### src/rtl/hpc2_rnd_source_if.sv
`default_nettype none
// ============================================================================
//  Module      : hpc2_rnd_source_if
//  Description : Seed and randomness handshake bundle for hpc2_rnd_source.
//                master modport = randomness producer, slave = seed source
//                plus randomness consumer.
//  Signals     : seed[31:0], seed_valid, seed_ready  - seed word handshake
//                r[rnd_total-1:0], r_valid, r_ready  - randomness handshake
//  Revision    : 1.0  initial release
// ============================================================================
interface hpc2_rnd_source_if #(
    parameter int rnd_total = 1
);
    logic [31:0]          seed;
    logic                 seed_valid;
    logic                 seed_ready;
    logic [rnd_total-1:0] r;
    logic                 r_valid;
    logic                 r_ready;

    modport master (
        input  seed, seed_valid, r_ready,
        output seed_ready, r, r_valid
    );

    modport slave (
        output seed, seed_valid, r_ready,
        input  seed_ready, r, r_valid
    );
endinterface
`default_nettype wire

### src/rtl/hpc2_rnd_source.sv
`default_nettype none
// ============================================================================
//  Module      : hpc2_rnd_source
//  Description : Fresh-randomness producer for HPC2 masked AND gadgets.
//                A seedable 127-bit LFSR (x^127+x+1) that advances by
//                rnd_total sequence positions per accepted transfer.
//  Ports       : clk  - rising-edge clock
//                rst  - asynchronous active-high reset
//                bus  - hpc2_rnd_source_if.master (seed in, randomness out)
//  Revision    : 1.0  initial release
// ============================================================================
module hpc2_rnd_source #(
    parameter int security_order = 1,
    parameter int n_gadgets      = 1,
    parameter int warmup         = 4
) (
    input  wire logic              clk,
    input  wire logic              rst,
    hpc2_rnd_source_if.master      bus
);

    localparam int rnd       = security_order * (security_order + 1) / 2;
    localparam int rnd_total = rnd * n_gadgets;
    localparam int c_WCNT_W  = (warmup > 1) ? $clog2(warmup) : 1;

    generate
        if ((rnd_total > 127) || (rnd_total < 1)) begin : g_bad_width
            $error("hpc2_rnd_source: rnd_total must lie in 1..127");
        end
    endgenerate

    typedef enum logic [1:0] {
        UNSEEDED = 2'd0,
        LOAD     = 2'd1,
        WARMUP   = 2'd2,
        RUN      = 2'd3
    } state_t;

    state_t                state_q;
    logic [1:0]            k_q;
    logic [c_WCNT_W-1:0]   cnt_q;
    logic [126:0]          s_q;
    logic                  r_valid_q;

    logic [126:0]          s_adv_d;
    logic [126:0]          s_word_d;
    logic                  seed_ready_d;
    logic                  seed_acc_d;
    logic                  xfer_d;

    // Advance the window origin by rnd_total positions in one step.
    // Bits that fall off the top of the window are regenerated from the
    // recurrence b[n+127] = b[n+1] ^ b[n]; since rnd_total <= 127 every
    // tap needed is either an old state bit or an already-extended bit.
    function automatic logic [126:0] lfsr_advance(input logic [126:0] s);
        logic [127+rnd_total-1:0] e;
        e[126:0] = s;
        for (int j = 127; j < 127 + rnd_total; j++) begin
            e[j] = e[j-126] ^ e[j-127];
        end
        return e[rnd_total +: 127];
    endfunction

    always_comb begin
        s_adv_d = lfsr_advance(s_q);
    end

    // State image with the current seed word written into slot k_q.
    // Word 3 only fills bits 126:96 (seed bit 31 is dropped) and an
    // all-zero result is patched to a non-zero state, which would
    // otherwise lock the LFSR at zero forever.
    always_comb begin
        s_word_d = s_q;
        case (k_q)
            2'd0:    s_word_d[31:0]  = bus.seed;
            2'd1:    s_word_d[63:32] = bus.seed;
            2'd2:    s_word_d[95:64] = bus.seed;
            default: begin
                s_word_d[126:96] = bus.seed[30:0];
                if (s_word_d == '0) begin
                    s_word_d[0] = 1'b1;
                end
            end
        endcase
    end

    assign seed_ready_d = (state_q != WARMUP);
    assign seed_acc_d   = bus.seed_valid & seed_ready_d;
    assign xfer_d       = r_valid_q & bus.r_ready;

    always_ff @(posedge clk or posedge rst) begin
        if (rst) begin
            state_q   <= UNSEEDED;
            k_q       <= 2'd0;
            cnt_q     <= '0;
            s_q       <= '0;
            r_valid_q <= 1'b0;
        end else begin
            case (state_q)
                UNSEEDED: begin
                    if (seed_acc_d) begin
                        s_q     <= s_word_d;
                        k_q     <= 2'd1;
                        state_q <= LOAD;
                    end
                end
                LOAD: begin
                    if (seed_acc_d) begin
                        s_q <= s_word_d;
                        if (k_q == 2'd3) begin
                            k_q   <= 2'd0;
                            cnt_q <= c_WCNT_W'(warmup - 1);
                            if (warmup == 0) begin
                                state_q   <= RUN;
                                r_valid_q <= 1'b1;
                            end else begin
                                state_q <= WARMUP;
                            end
                        end else begin
                            k_q <= k_q + 2'd1;
                        end
                    end
                end
                WARMUP: begin
                    s_q <= s_adv_d;
                    if (cnt_q == '0) begin
                        state_q   <= RUN;
                        r_valid_q <= 1'b1;
                    end else begin
                        cnt_q <= cnt_q - c_WCNT_W'(1);
                    end
                end
                RUN: begin
                    // A reseed wins over the advance: the presented word is
                    // still consumed if r_ready is high, but bits 31:0 take
                    // the new seed and the rest are rewritten by words 1-3.
                    if (seed_acc_d) begin
                        s_q       <= s_word_d;
                        k_q       <= 2'd1;
                        state_q   <= LOAD;
                        r_valid_q <= 1'b0;
                    end else if (xfer_d) begin
                        s_q <= s_adv_d;
                    end
                end
                default: begin
                    state_q   <= UNSEEDED;
                    k_q       <= 2'd0;
                    r_valid_q <= 1'b0;
                end
            endcase
        end
    end

    assign bus.r          = s_q[rnd_total-1:0];
    assign bus.r_valid    = r_valid_q;
    assign bus.seed_ready = seed_ready_d;

endmodule
`default_nettype wire

### src/flat_wrapper.sv
// flat-port wrapper written by rule: the top's interface ports become plain ports
module hpc2_rnd_source_flat 
#(
    parameter int security_order = 1,
    parameter int n_gadgets      = 1,
    parameter int warmup         = 4
)
  (clk, rst, bus_seed, bus_seed_valid, bus_r_ready, bus_seed_ready, bus_r, bus_r_valid);
  hpc2_rnd_source_if #(.rnd_total(1)) bus_i ();
  input  wire logic clk;
  input  wire logic rst;
  input wire logic [$bits(bus_i.seed)-1:0] bus_seed;
  input wire logic [$bits(bus_i.seed_valid)-1:0] bus_seed_valid;
  input wire logic [$bits(bus_i.r_ready)-1:0] bus_r_ready;
  output wire logic [$bits(bus_i.seed_ready)-1:0] bus_seed_ready;
  output wire logic [$bits(bus_i.r)-1:0] bus_r;
  output wire logic [$bits(bus_i.r_valid)-1:0] bus_r_valid;
  assign bus_i.seed = bus_seed;
  assign bus_i.seed_valid = bus_seed_valid;
  assign bus_i.r_ready = bus_r_ready;
  assign bus_seed_ready = bus_i.seed_ready;
  assign bus_r = bus_i.r;
  assign bus_r_valid = bus_i.r_valid;
  hpc2_rnd_source #(.security_order(security_order), .n_gadgets(n_gadgets), .warmup(warmup)) u_core (.clk(clk), .rst(rst), .bus(bus_i));
endmodule
### config.mk
export PLATFORM = sky130hd
export DESIGN_NAME = hpc2_rnd_source_flat
export DESIGN_NICKNAME = d
export VERILOG_FILES = /design/src/rtl/hpc2_rnd_source_if.sv /design/src/rtl/hpc2_rnd_source.sv /design/src/flat_wrapper.sv
export SDC_FILE = /design/constraint.sdc
export NUM_CORES = 1
export LEC_CHECK = 0
export ABC_CLOCK_PERIOD_IN_PS = 5900
export BUFFER_PORTS_ARGS = -buffer_cell sky130_fd_sc_hd__buf_2
export CAP_MARGIN = 15
export CORE_UTILIZATION = 60
export CTS_CLUSTER_DIAMETER = 80
export DETAILED_ROUTE_END_ITERATION = 10
export PLACE_DENSITY = 0.75
export SLEW_MARGIN = 20
export SYNTH_ARGS = -nofsm -noshare
export SYNTH_HDL_FRONTEND = slang
export SYNTH_SLANG_ARGS = --single-unit
### constraint.sdc
create_clock -name clk -period 5.9 [get_ports clk]
set_clock_uncertainty 0.2 [all_clocks]
set_input_delay 1.77 -clock clk [delete_from_list [all_inputs] [get_ports clk]]
set_output_delay 1.77 -clock clk [all_outputs]
set_load 0.03 [all_outputs]
==> impl_results.md <==
* WL per Instance at 19.8 um
* Final worst path period need at 3620 ps
* Die Wd at ~100 um
* Max-slew violations at 0
* Cell Area, Synth at about 0.0063 mm2
* Hold path start: u_core.cnt_q[0]
* Flop pwr share at 0.370
* Gr usage total at 0.317
* Layout cells sized above 1 at 0.112
* Fillers at 785
* Setup Fix Bufs, Post-CTS at 0
* CTS tree: done
* CP Capture Type: output port
* Final setup viols at 0
* Most frequent cell after synthesis: dfrtp_1
* WHS Endpoint: u_core.cnt_q[0]
* TNS Setup at 0 ps
* Die area at 0.0109 mm2
* ANT nets after route at 0
* PD cells at about 660 mW/mm2
* Sw frac at 0.435
* Yosys synthesis warning count at 0
* Relative slew slack at 0.386
* RSZ-0062 raised after global routing: false
* Origin of the critical flop-to-flop path: u_core.state_q[0]
* Initial Util at 0.631
* DRT Wirelength at between 15000 and 20000 um
* R2r setup slk at 2940 ps
* Worst EP required at between 3000 and 4000 ps
* Synth top area cells: dfrtp_1 53%, o22ai_1 13%, a21oi_1 11%
* 1st-iter DRT viols at approximately 560
* Post-synth EDFFs at 0
* Clock power share at 0.204
* Worst slew pin tran at between 900 and 1000 ps
* Nets at 731
* Synth Net Count at a little over 700
* Logic gate share of total power at 0.426
* CTS Hold Bufs at 0
* Non-filler cells in the finished layout at roughly 830
* Clk buf depth at 2
* Total power at ~0.0045 W
* Final core occ at 0.694
* First-pass GRT wire length at 27000 um
* Fmax achieved at between 0.2 and 0.3 GHz
* Cts bufs inserted at 17
* Synth async-reset ratio at 1.00
* Period utilization at 0.614
* Final hold vios at 0
* Worst hold slack at a little under 300 ps
* Root Driver: clkbuf_8
* I/O pin count at 39
* FF-to-FF End: u_core.s_q[120]
* Unique cell type count in the Yosys netlist at 28
* Vias at about 5.5k
* # diodes at 0
* IO buf count at 38
* # resized after CTS at 0
* Clock Pin Slew Worst Setup and Hold Paths at ~60 ps
* CTS sink count at between 100 and 150
* Top-area cell type share of the netlist area at 0.534
* Synth-to-Final Area Change at 9.94%
* Initial antenna violation count at 0
* Drc violations at 0
* Max VDD drop at 0.555 mV
* Crit path kind: flip-flop to output port
* Initial DRT Pass Iterations at 6
* Synth Flop Type: dfrtp_1
* FF-to-FF path depth at 7
* Leakage at 2.67 nW
* Proportion of synthesized chip area in sequential cells at 0.534
* Grt ovf at 0
* H-tree Lvls at 4
* Cell taking the most area after synthesis: dfrtp_1
* Critical Path AT at about 1700 ps
* Cell count of the worst hold path at 1
* Rows at 36
* Crit-path max FO at 7
* Yosys reg bits at roughly 130
* Crit path launch type: flip-flop
* Core Area at ~0.010 mm2
* Synth Area per Inst at roughly 9.3 um2
* Commonest cells in the netlist: 134 x dfrtp_1, 133 x a21oi_1, 129 x nor2_1, 126 x o22ai_1, 32 x nor4_1
* P_int at around 0.0026 W
* Vias in the first global route at around 5.3k
* Pin count of the biggest net entering global routing at 133
* Clk_lat worst skew at 530 ps
* Via density per instance at 6.66
* Hpwl dp at 9820 um
* Status: complete, no violations
* # placed instances at around 800
* Hold Crit Class: flip-flop to flip-flop
* Synth Instances at a little under 700
* P_sw at roughly 0.002 W
* GP Congestion at just over 0.8
* Die Y at 104 um
* Max_cap viols at 0
## power by group through the flow
stage	registers [W]	clock network [W]	logic, W
6_report	0.00167	0.000925	0.00193
3_5_place_dp	0.00166	0	0.00190
2_1_floorplan	0.00158	0	0.00165
4_1_cts	0.00166	0.000933	0.00191
3_3_place_gp	0.00165	0	0.00181
5_1_grt	0.00172	0.000975	0.00215
## critical path, cell delays in order (launching register included)
cell,delay (ps)
dfrtp_1,430
inv_1,100
ha_1,320
inv_1,90
buf_2,180
## logic make-up after synthesis
| kind of cell | count (synthesis) | synth area share |
|---|---|---|
| AOI/OAI and AO/OA | 277 | 0.255 |
| and+or+nand+nor | 188 | 0.131 |
| DFF | 134 | 0.534 |
| buffers and inverters | 63 | 0.0558 |
| adders and majority gates | 12 | 0.0239 |
## cells in the final DEF, fill, tap and decap left out, types with 2 or more instances in the layout
cell type | synthesis | layout
clkinv_2 | 0 | 4
buf_4 | 11 | 3
clkbuf_8 | 0 | 5
o21ai_0 | 6 | 6
a21o_1 | 2 | 2
a21oi_1 | 133 | 133
buf_2 | 22 | 38
nand2_2 | 0 | 4
nor4_1 | 32 | 32
nand4_1 | 8 | 8
clkbuf_1 | 13 | 6
clkbuf_16 | 0 | 16
nand2b_1 | 2 | 2
nor2_1 | 129 | 129
nand2_1 | 11 | 7
nor3_1 | 3 | 3
ha_1 | 12 | 12
o21a_2 | 3 | 3
dfrtp_1 | 134 | 134
inv_1 | 11 | 10
o22ai_1 | 126 | 126
## flip-flops by register name, indices dropped and copies added (netlist names)
name and cells:
u_core.s_q 127, u_core.cnt_q 2, u_core.k_q 2, u_core.state_q 2, u_core.bus.r_valid 1
## per-stage QoR
step	worst slack, ps	area [um2]
6_report	2280	6900
5_1_grt	2160	6900
4_1_cts	2160	6890
3_5_place_dp	1600	6380
3_3_place_gp	1740	6380
2_1_floorplan	347	6280
## routing by layer
layer,global-route usage,wire (um),share of wire,vias to the layer above
met4,0.111,320,0.020,0
met1,0.431,7110,0.43,2732
met2,0.492,7820,0.48,228
li1,-,-,-,2528
met5,0,0,0,-
met3,0.0858,1160,0.071,29
## layout make-up
| class | count | area [um2] | area share |
|---|---|---|---|
| well taps | 133 | 166 | 0.0241 |
| inverters | 11 | 46.3 | 0.00671 |
| repair buffers | 42 | 233 | 0.0337 |
| multi-input cells | 477 | 2590 | 0.376 |
| flip-flops and latches | 134 | 3350 | 0.486 |
| clock buffers | 27 | 492 | 0.0712 |
| clock inverters | 4 | 20.0 | 0.00290 |
## how the worst max path moves through the flow
| stage | startpoint | to | slack, ps | depth (start not counted) |
|---|---|---|---|---|
| after global routing | u_core.state_q[0] | bus_seed_ready | 2160 | 4 |
| after floorplan | rst | u_core.bus.r_valid | 350 | 1 |
| after global placement | bus_seed_valid | u_core.s_q[3] | 1740 | 7 |
| final | u_core.state_q[0] | bus_seed_ready | 2280 | 4 |
| after detailed placement | bus_seed_valid | u_core.s_q[120] | 1600 | 7 |
| after CTS | bus_seed_valid | u_core.s_q[120] | 2160 | 7 |
(Power assumes the default switching activity.)
